===== config.mk =====
export PLATFORM = sky130hd
export DESIGN_NAME = dmux4_dispatcher
export DESIGN_NICKNAME = d
export VERILOG_FILES = /design/src/rtl/dmux4_dispatcher.sv
export SDC_FILE = /design/constraint.sdc
export NUM_CORES = 1
export LEC_CHECK = 0
export CORE_ASPECT_RATIO = 2
export CORE_MARGIN = 4
export CORE_UTILIZATION = 45
export CTS_CLUSTER_SIZE = 8
export DETAILED_ROUTE_END_ITERATION = 8
export GPL_TIMING_DRIVEN = 1
export PLACE_DENSITY_LB_ADDON = 0.1
export SLEW_MARGIN = 20
export SYNTH_ARGS = -nofsm -noshare
export SYNTH_HDL_FRONTEND = slang
export SYNTH_SLANG_ARGS = --single-unit

===== constraint.sdc =====
create_clock -name clk -period 2.46 [get_ports clk]
set_input_delay 0.246 -clock clk [delete_from_list [all_inputs] [get_ports clk]]
set_output_delay 0.246 -clock clk [all_outputs]
set_load 0.01 [all_outputs]

===== src/rtl/dmux4_dispatcher.sv =====
// dmux4_dispatcher: buffered 4-way valid/ready demultiplexer with addressed/rotate steering and per-channel delivery counters
module dmux4_dispatcher #(
    parameter int WIDTH = 16,
    parameter int CNT_W = 8
) (
    input  logic               clk,
    input  logic               rst_n,
    input  logic               mode,
    input  logic               in_valid,
    output logic               in_ready,
    input  logic [WIDTH-1:0]   in_data,
    input  logic [1:0]         in_sel,
    output logic [3:0]         out_valid,
    input  logic [3:0]         out_ready,
    output logic [4*WIDTH-1:0] out_data,
    output logic [1:0]         rr_ptr,
    input  logic [1:0]         cnt_sel,
    output logic [CNT_W-1:0]   cnt_value,
    input  logic               cnt_clr
);
    typedef enum logic {EMPTY, FULL} state_e;

    logic [1:0]            dest;
    logic                  accept;
    logic [3:0]            drain;
    logic [1:0]            rr_q, rr_d;
    logic [3:0][CNT_W-1:0] cnt_all;

    assign dest      = mode ? rr_q : in_sel;
    assign in_ready  = rst_n && (!out_valid[dest] || out_ready[dest]);
    assign accept    = in_valid && in_ready;
    assign drain     = out_valid & out_ready;
    assign rr_ptr    = rr_q;
    assign cnt_value = cnt_all[cnt_sel];

    // round-robin pointer steps once per accepted word in rotate mode only
    always_comb rr_d = (accept && mode) ? rr_q + 2'd1 : rr_q;

    // pointer register
    always_ff @(posedge clk or negedge rst_n)
        if (!rst_n) rr_q <= '0;
        else        rr_q <= rr_d;

    for (genvar g = 0; g < 4; g++) begin : g_ch
        state_e            st_q, st_d;
        logic [WIDTH-1:0]  data_q, data_d;
        logic [CNT_W-1:0]  cnt_q, cnt_d;
        logic              load;

        assign load                     = accept && (dest == 2'(g));
        assign out_valid[g]             = (st_q == FULL);
        assign out_data[g*WIDTH +: WIDTH] = data_q;
        assign cnt_all[g]               = cnt_q;

        // holding register: a load wins over a drain so a same-cycle refill leaves no bubble
        always_comb begin
            st_d   = st_q;
            data_d = data_q;
            if (load) begin
                st_d   = FULL;
                data_d = in_data;
            end else if (drain[g]) begin
                st_d = EMPTY;
            end
        end

        // saturating delivery counter; clear dominates a coincident increment
        always_comb cnt_d = cnt_clr ? '0 : (drain[g] && cnt_q != '1) ? cnt_q + CNT_W'(1) : cnt_q;

        // per-channel state, data and counter registers
        always_ff @(posedge clk or negedge rst_n)
            if (!rst_n) begin
                st_q   <= EMPTY;
                data_q <= '0;
                cnt_q  <= '0;
            end else begin
                st_q   <= st_d;
                data_q <= data_d;
                cnt_q  <= cnt_d;
            end
    end
endmodule

Yosys cells after proc, flatten, opt, wreduce, memory -nomap -nowiden
Cells that the tools add are included. Widths: inputs -> output; s select.

Logic and storage cells: 73. Input bits: 29. Output and inout bits: 79. Bits in registers: 102.

Bitwise gates (word level): 1. $lt $le $gt $ge: 2. Add/sub/neg operators: 5. Reductions and logical operators: 22. Multiplexer cells: 23. Eq/ne operators: 7.

Operators with widths (number): $mux 8 (9); $add 8x1->8 const B (4); $ne 8x8->1 const B (4); $bmux 8 s2 (1); $reduce_bool 2->1 (8); $logic_and 1x1->1 (11); $mux 1 (10); $lt 2x3->1 const B (2); $and 4x4->4 (1); $bmux 1 s2 (2); $eq 2x2->1 const B (2); $add 2x1->2 const B (1); $eq 2x1->1 const B (1); $logic_not 2->1 (1); $mux 2 (1); $logic_not 1->1 (1); $logic_or 1x1->1 (1).

Depth between registers and ports, before layout
Gate-level depths: netlist (run 1).

Word-level depth: 9. Gate-level depth with buffers: 5. Gate-level depth less buffers: 5.

Worst setup path after synthesis (run 1)
No wires, ideal clock.

Kind: flip-flop to flip-flop. Start point: reg rr_q[0] (netlist: rr_ptr[0]). End point: reg g_ch[2].data_q[0]. Slack: 0.536 ns. Buffers on the path: 1. Library setup time: 0.125 ns. Period minus slack after synthesis: 1.924 ns. Data arrival time: 1.799 ns. Stages on the path, launching flop included: 6. Data required time: 2.335 ns. Cell sequence: dfrtp_1 -> mux2i_2 -> nand3_1 -> nor3b_4 -> buf_6 -> mux2_2.

Word-level cells in the longest chain between the ends: 8. Elaborated cells on any way between the ends: 11. Those cells by class: eq/ne (1); mux (5); reduce/logical (5).

RTL lines: start: declaration (RTL line 26) `logic [1:0] rr_q, rr_d;`; start signal: assignment (RTL line 42) `else rr_q <= rr_d;`; $mux 2 (*) (RTL line 29) `assign dest = mode ? rr_q : in_sel;`; $bmux 1 s2 (RTL line 30) `assign in_ready = rst_n && (!out_valid[dest] || out_ready[dest]);`; $mux 1 (implied by the code) (RTL line 30); $logic_not 1->1 (RTL line 30); $logic_or 1x1->1 (RTL line 30); $logic_and 1x1->1 (RTL line 30); $logic_and 1x1->1 (RTL line 31) `assign accept = in_valid && in_ready;`; $logic_and 1x1->1 (*) (RTL line 50) `assign load = accept && (dest == 2'(g));`; end signal: assignment (RTL line 78) `data_q <= data_d;`; end: declaration (RTL line 46) `logic [WIDTH-1:0] data_q, data_d;`.

Mark *: on every way between the ends. The rest lies on a longest branch, timed or not. The select of a mux whose other input is x is not followed. A chain may end at the register's enable or synchronous reset.

Worst setup path in the final report (run 1)
Start point: reg rr_q[1] (netlist: rr_ptr[1]). End point: out in_ready.

Word-level cells in the longest chain between the ends: 6. Elaborated cells on any way between the ends: 8. Those cells by class: mux (5); reduce/logical (3).

RTL lines: $mux 2 (*) (RTL line 29); $bmux 1 s2 (RTL line 30); $mux 1 (implied by the code) (RTL line 30); $logic_not 1->1 (RTL line 30); $logic_or 1x1->1 (*) (RTL line 30); $logic_and 1x1->1 (*) (RTL line 30); end: declaration (RTL line 10) `output logic in_ready,`.

Marks and branches as above.

==> results of run 1 <==
per-stage QoR:
| stage | std cells | TNS, ns |
|---|---|---|
| floorplan | 355 | 0 |
| global placement | 596 | 0 |
| detailed placement | 596 | -0.0401 |
| CTS | 613 | 0 |
| global route | 613 | 0 |
| finish | 613 | 0 |
cell type report:
class | instances | area [sq um] | share of cell area (%)
clock buffers | 9 | 225 | 3.59
clock inverters | 7 | 92.6 | 1.47
inverters | 1 | 3.75 | 0.0598
multi-input cells | 238 | 2020 | 32.2
flip-flops and latches | 102 | 2550 | 40.7
well taps | 135 | 169 | 2.69
repair buffers | 121 | 1210 | 19.3
logic make-up (layout without fill, tap and decap cells):
kind of cell	count (synthesis)	in the layout	synth area share (%)
simple gates	105	105	12.1
flops	102	102	54.6
mux	85	85	23.2
compound gates	30	30	4.28
buf+inv	15	138	2.11
xor+xnor	14	14	2.62
fa+ha+maj	4	4	1.07
where the power goes:
group / leakage, nW / internal [mW] / switching [mW]
clock: 0.155 / 0.816 / 0.673
combinational: 1.25 / 1.50 / 0.861
sequential: 1.29 / 2.23 / 0.343
total: 2.69 / 4.55 / 1.88
worst max-delay path, cell delays in order (launching register included):
cell and delay (ns):
sky130_fd_sc_hd__dfrtp_1 0.45, sky130_fd_sc_hd__mux2i_4 0.22, sky130_fd_sc_hd__mux2i_1 0.28, sky130_fd_sc_hd__mux2i_1 0.10, sky130_fd_sc_hd__and2_1 0.17, sky130_fd_sc_hd__clkdlybuf4s50_1 0.48
layer usage:
layer  up-vias  part of all wire [%]
met1      1654                    33
met4         0                   3.0
met3        22                   4.6
met5         -                     0
li1       1524                     -
met2        97                    59
layout by cell type, fill, tap and decap left out, types with 2 or more instances in the layout:
master,count
sky130_fd_sc_hd__clkinv_4,2
sky130_fd_sc_hd__o211ai_1,5
sky130_fd_sc_hd__ha_1,4
sky130_fd_sc_hd__or4_1,2
sky130_fd_sc_hd__and4_1,2
sky130_fd_sc_hd__nand2b_1,6
sky130_fd_sc_hd__nor2b_1,3
sky130_fd_sc_hd__mux2i_1,11
sky130_fd_sc_hd__o21bai_1,2
sky130_fd_sc_hd__a21oi_1,4
sky130_fd_sc_hd__nand2_1,13
sky130_fd_sc_hd__clkdlybuf4s50_1,105
sky130_fd_sc_hd__o31ai_1,2
sky130_fd_sc_hd__nand4_1,7
sky130_fd_sc_hd__mux2_4,10
sky130_fd_sc_hd__and3_1,6
sky130_fd_sc_hd__nor2_1,33
sky130_fd_sc_hd__mux2_2,54
sky130_fd_sc_hd__or3_1,3
sky130_fd_sc_hd__and2_1,4
sky130_fd_sc_hd__buf_12,3
sky130_fd_sc_hd__xor2_1,13
sky130_fd_sc_hd__dfrtp_1,102
sky130_fd_sc_hd__nor3_1,4
sky130_fd_sc_hd__a31oi_1,2
sky130_fd_sc_hd__inv_6,2
sky130_fd_sc_hd__mux4_2,8
sky130_fd_sc_hd__buf_4,11
sky130_fd_sc_hd__clkbuf_16,9
sky130_fd_sc_hd__o21ai_0,8
sky130_fd_sc_hd__nand3_1,15
worst max path at each step:
stage | from | to | depth (start not counted)
2_1_floorplan | rr_ptr[0] | g_ch[2].data_q[0] | 5
3_3_place_gp | mode | in_ready | 6
3_5_place_dp | mode | in_ready | 6
4_1_cts | rr_ptr[1] | in_ready | 5
5_1_grt | rr_ptr[1] | in_ready | 5
6_report | rr_ptr[1] | in_ready | 5
state kept, by name, indices dropped and copies added (netlist names):
| register | cells |
|---|---|
| g_ch.st_q | 4 |
| rr_ptr | 2 |
| g_ch.data_q | 64 |
| g_ch.cnt_q | 32 |
repair_timing:
item	4_1_cts	5_1_grt
resized for setup	1	0
endpoints found under the hold margin	3	0
hold buffers	1	0
setup endpoints to repair	1	0
setup buffers	0	0
==> results.txt, run 1 <==
synthesized area -> 4670 sq um
Remaining Overflow, GRT -> 0
final estimated routing congestion in global placement -> 0.776
DRC marker count from the first detailed-route iteration -> 168
CP Launch Type -> register
via count of the first global-routing pass -> 3,698
time the final worst path needs with I/O delays and setup -> 2.28 ns
layout overhead on the synthesized area -> 34.3%
Clk Tree Root Cell -> sky130_fd_sc_hd__clkbuf_16
Synth warnings -> 0
most area-consuming cells after synthesis -> sky130_fd_sc_hd__dfrtp_1, sky130_fd_sc_hd__mux2_2, sky130_fd_sc_hd__mux4_2, sky130_fd_sc_hd__mux2_4, sky130_fd_sc_hd__nor2_1
min setup slack post-route -> 0.180 ns
maximum fanout along the worst path -> 4
P per Cell Area -> 1020 nW/um^2
fin nets -> 506
post-detailed-route count of antenna-violating nets -> 0
required time at the endpoint of the critical path -> 2.21 ns
CTS Buf Count -> 9
vias -> 3,297
Placement Setup Slack -> -0.0401 ns
CTS tree -> built
number of remaining DRC errors -> 0
number of enable flip-flop cells after synthesis -> 0
met1 global-route usage -> 20.5%
HPWL Detailed -> 8780 um
part of the cycle the worst path needs -> 92.7%
most common flop cell mapped by yosys -> sky130_fd_sc_hd__dfrtp_1
initial standard-cell utilization of the core -> 46.0%
share of final-layout standard cells stronger than drive strength 1 -> 22.8%
share of synthesized area occupied by flip-flops and latches -> 54.6%
number of synthesized register bits -> 102
number of fillers in the final layout -> 841
wire length of the first global-routing pass -> 19,000 um
worst-case clock buffer depth -> 2
maximum frequency from static timing analysis -> 439 MHz
Diodes inserted -> 0
share of flip-flops with an asynchronous set or reset after synthesis -> 100%
final hold slack -> 0.307 ns
largest net degree at the start of global routing -> 51
RR Startpoint -> g_ch[3].cnt_q[0]
height of the die -> 152 um
instance area at placement -> 5950 sq um
DR WL/cell -> 19.0 um
worst vdd ir -> 798 uV
reg2reg path depth -> 5
global-route layer with the greatest usage -> met2
GR Util met2 -> 38.6%
signal arrival time at the worst endpoint -> 2.03 ns
number of primary I/O pins -> 108
portion of synthesized cell area occupied by the leading cell type -> 54.6%
number of sinks on the clock net -> 102
unrepaired setup endpoints after global routing -> no
Final Slew Violations -> 0
Post-synth top cells -> sky130_fd_sc_hd__dfrtp_1, sky130_fd_sc_hd__mux2_2, sky130_fd_sc_hd__nor2_1
most used standard cell by instance count after synthesis -> sky130_fd_sc_hd__dfrtp_1
global-route track usage on met3 -> 4.38%
width of the die -> 80.1 um
port buffer count -> 107
post-synthesis area per instance -> 13.2 sq um
count of different cell masters after synthesis -> 49
antenna violations before repair -> 0
Final Total Pwr -> 6.43 mW
final count of hold timing violations -> 0
start-to-end type of the worst setup path -> register to output port
clock latency on the worst-skew pair -> 0.34 ns
class of the tightest hold or removal check -> primary input to async pin
Slew HR -> 52.4%
transition time at the pin with the least slew margin -> 0.705 ns
reported leakage power -> 2.69 nW
final setup violation count -> 0
Cells after Synth -> 355
final core occ -> 61.8%
run status -> complete, no violations
GRT Resource Usage Total -> 20.4%
Critical Path Sink Type -> output port
site row count -> 52
endpoint of the worst-slack reg-to-reg timing path -> g_ch[3].cnt_q[1]
floorplan core area -> 10,100 sq um
setup skew after layout -> 0.00731 ns
library cell occupying the most area in the post-synthesis netlist -> sky130_fd_sc_hd__dfrtp_1
Post-Route WL -> 11,600 um
first drt pass iteration count -> 4
slack of the worst reg-to-reg path -> 0.63 ns
CTS HTree Levels -> 3
syn_nets -> 388
# Max-Cap Violations -> 0
die footprint -> 12,200 sq um
summed area of non-filler cells in the final layout -> 6280 sq um
number of vias per cell after detailed routing -> 5.38
clock slew at reported path FFs -> 0.07 ns
Note: power is estimated with default switching activity, not from simulation.
==> run 2, diff against run 1 <==
- CAP_MARGIN: unset -> 40
==> results of run 2 <==
The final DEF is identical to that of run 1; final timing and power are the same.
==> run 3, diff against run 2 <==
==> constraint.sdc (replaced) <==
create_clock -name clk -period 2.46 [get_ports clk]
set_input_delay 0.492 -clock clk [delete_from_list [all_inputs] [get_ports clk]]
set_output_delay 0.492 -clock clk [all_outputs]
set_load 0.01 [all_outputs]
==> run 3 against run 2 <==
Global-route usage fell by 0.11 points. Critical path depth fell by 1. Largest power group unchanged. Clock power about the same. Final area rose by 1.7%.
==> results.txt, run 3 (synthesis results as in run 1) <==
run status -> complete, no violations
Post-Route WL -> 11,700 um
floorplan core area -> 10,100 sq um
clock slew at reported path FFs -> 0.07 ns
most used cells in the layout excluding fill and tap cells -> sky130_fd_sc_hd__dfrtp_1, sky130_fd_sc_hd__clkdlybuf4s50_1, sky130_fd_sc_hd__mux2_2
number of remaining DRC errors -> 0
Slew HR -> 48.5%
P per Cell Area -> 1000 nW/um^2
setup TNS after final layout -> 0 ns
width of the die -> 80.1 um
Final Slew Violations -> 0
placed cells -> 607
signal arrival time at the worst endpoint -> 1.92 ns
vias -> 3,315
post-detailed-route count of antenna-violating nets -> 0
unrepaired setup endpoints after global routing -> yes
Clk Tree Root Cell -> sky130_fd_sc_hd__clkbuf_16
CTS HTree Levels -> 3
part of the cycle the worst path needs -> 98.0%
Layout Cells excl Fill -> 624
worst-case clock buffer depth -> 2
start-to-end type of the worst setup path -> primary input to output port
initial standard-cell utilization of the core -> 46.0%
number of vias per cell after detailed routing -> 5.31
number of primary I/O pins -> 108
final core occ -> 62.9%
time the final worst path needs with I/O delays and setup -> 2.41 ns
setup skew after layout -> 0.00708 ns
clock latency on the worst-skew pair -> 0.34 ns
share of final-layout standard cells stronger than drive strength 1 -> 25.2%
via count of the first global-routing pass -> 3,613
reg2reg path depth -> 5
CTS tree -> built
antenna violations before repair -> 1
CP Launch Type -> primary input
# Max-Cap Violations -> 0
number of sinks on the clock net -> 102
layout overhead on the synthesized area -> 36.6%
Worst Setup SP -> cnt_sel[0]
instance area at placement -> 6070 sq um
wire length of the first global-routing pass -> 18,800 um
GRT Resource Usage Total -> 20.3%
reported leakage power -> 2.79 nW
final count of hold timing violations -> 0
Remaining Overflow, GRT -> 0
required time at the endpoint of the critical path -> 1.97 ns
endpoint of the worst-slack reg-to-reg timing path -> g_ch[3].cnt_q[1]
slack of the worst reg-to-reg path -> 0.56 ns
height of the die -> 152 um
max FFs per register -> 64
RR Startpoint -> g_ch[3].cnt_q[0]
registers with the most flip-flops -> g_ch.data_q (64), g_ch.cnt_q (32), g_ch.st_q (4)
CTS Buf Count -> 9
die footprint -> 12,200 sq um
final estimated routing congestion in global placement -> 0.780
final hold slack -> 0.0312 ns
first drt pass iteration count -> 4
maximum frequency from static timing analysis -> 415 MHz
Critical Path Sink Type -> output port
summed area of non-filler cells in the final layout -> 6380 sq um
hold buffers post-CTS -> 0
port buffer count -> 107
site row count -> 52
final setup violation count -> 0
most frequent standard cell in the layout excluding fill and tap cells -> sky130_fd_sc_hd__dfrtp_1
transition time at the pin with the least slew margin -> 0.762 ns
worst vdd ir -> 633 uV
HPWL Detailed -> 8900 um
DRC marker count from the first detailed-route iteration -> 68
maximum fanout along the worst path -> 4
DR WL/cell -> 18.7 um
class of the tightest hold or removal check -> primary input to async pin
fin nets -> 516
largest net degree at the start of global routing -> 52
most flop-heavy register -> g_ch.data_q
## run 3: cell types whose count changed in the layout (fill, tap and decap cells not counted), sizes merged
| cell | delta |
|---|---|
| clkdlybuf4s15 | +1 |
| clkdlybuf4s50 | -10 |
| dlygate4sd3 | -1 |
| dlygate4sd2 | +9 |
| clkbuf | +1 |
| buf | +11 |
| diode | +1 |
| clkinvlp | +1 |
| clkinv | -2 |
## run 3: per-stage QoR
stage / total power, mW / setup WS, ns
global placement: 4.96 / -0.414
finish: 6.41 / 0.0497
global route: 6.74 / -0.00543
CTS: 6.49 / 0.0234
floorplan: 3.51 / 0.446
detailed placement: 5.01 / -0.401
## run 3: worst max-delay path by stage
stage,end,cells after the start
floorplan,g_ch[2].data_q[0],5
global placement,in_ready,6
detailed placement,in_ready,6
CTS,in_ready,6
global route,cnt_value[3],4
finish,cnt_value[4],4
## run 3: worst max-delay path: stages
cell and delay (ns):
sky130_fd_sc_hd__clkdlybuf4s50_1 0.48, sky130_fd_sc_hd__buf_4 0.16, sky130_fd_sc_hd__mux4_2 0.49, sky130_fd_sc_hd__dlygate4sd2_1 0.29
## run 3: timing repair
| action | CTS | global route |
|---|---|---|
| setup endpoints to repair | 9 | 4 |
| resized for setup | 11 | 5 |
| pin swaps | 0 | 0 |
| cloned | 0 | 0 |
| setup buffers | 0 | 0 |
## run 3: cell type report
cell class                 instances  area (sq um)
antenna                            1          2.50
clock buffer                      10           229
clock inverter                     6          77.6
fill                             848          3760
inverter                           1          3.75
multi-input combinational        238          2040
sequential                       102          2550
tap                              135           169
timing repair buffer             131          1310
## run 3: layer usage
layer	up-vias	routed length (um)	track usage [%]
met1	1657	4020	20.8
met4	0	414	9.11
met2	86	6690	37.0
met5	-	0	0
met3	25	556	5.33
li1	1547	-	-
## run 3: where the power goes
part,switching (mW),internal [mW]
sequential,0.339,2.24
clock,0.646,0.809
combinational,0.865,1.52
total,1.85,4.56
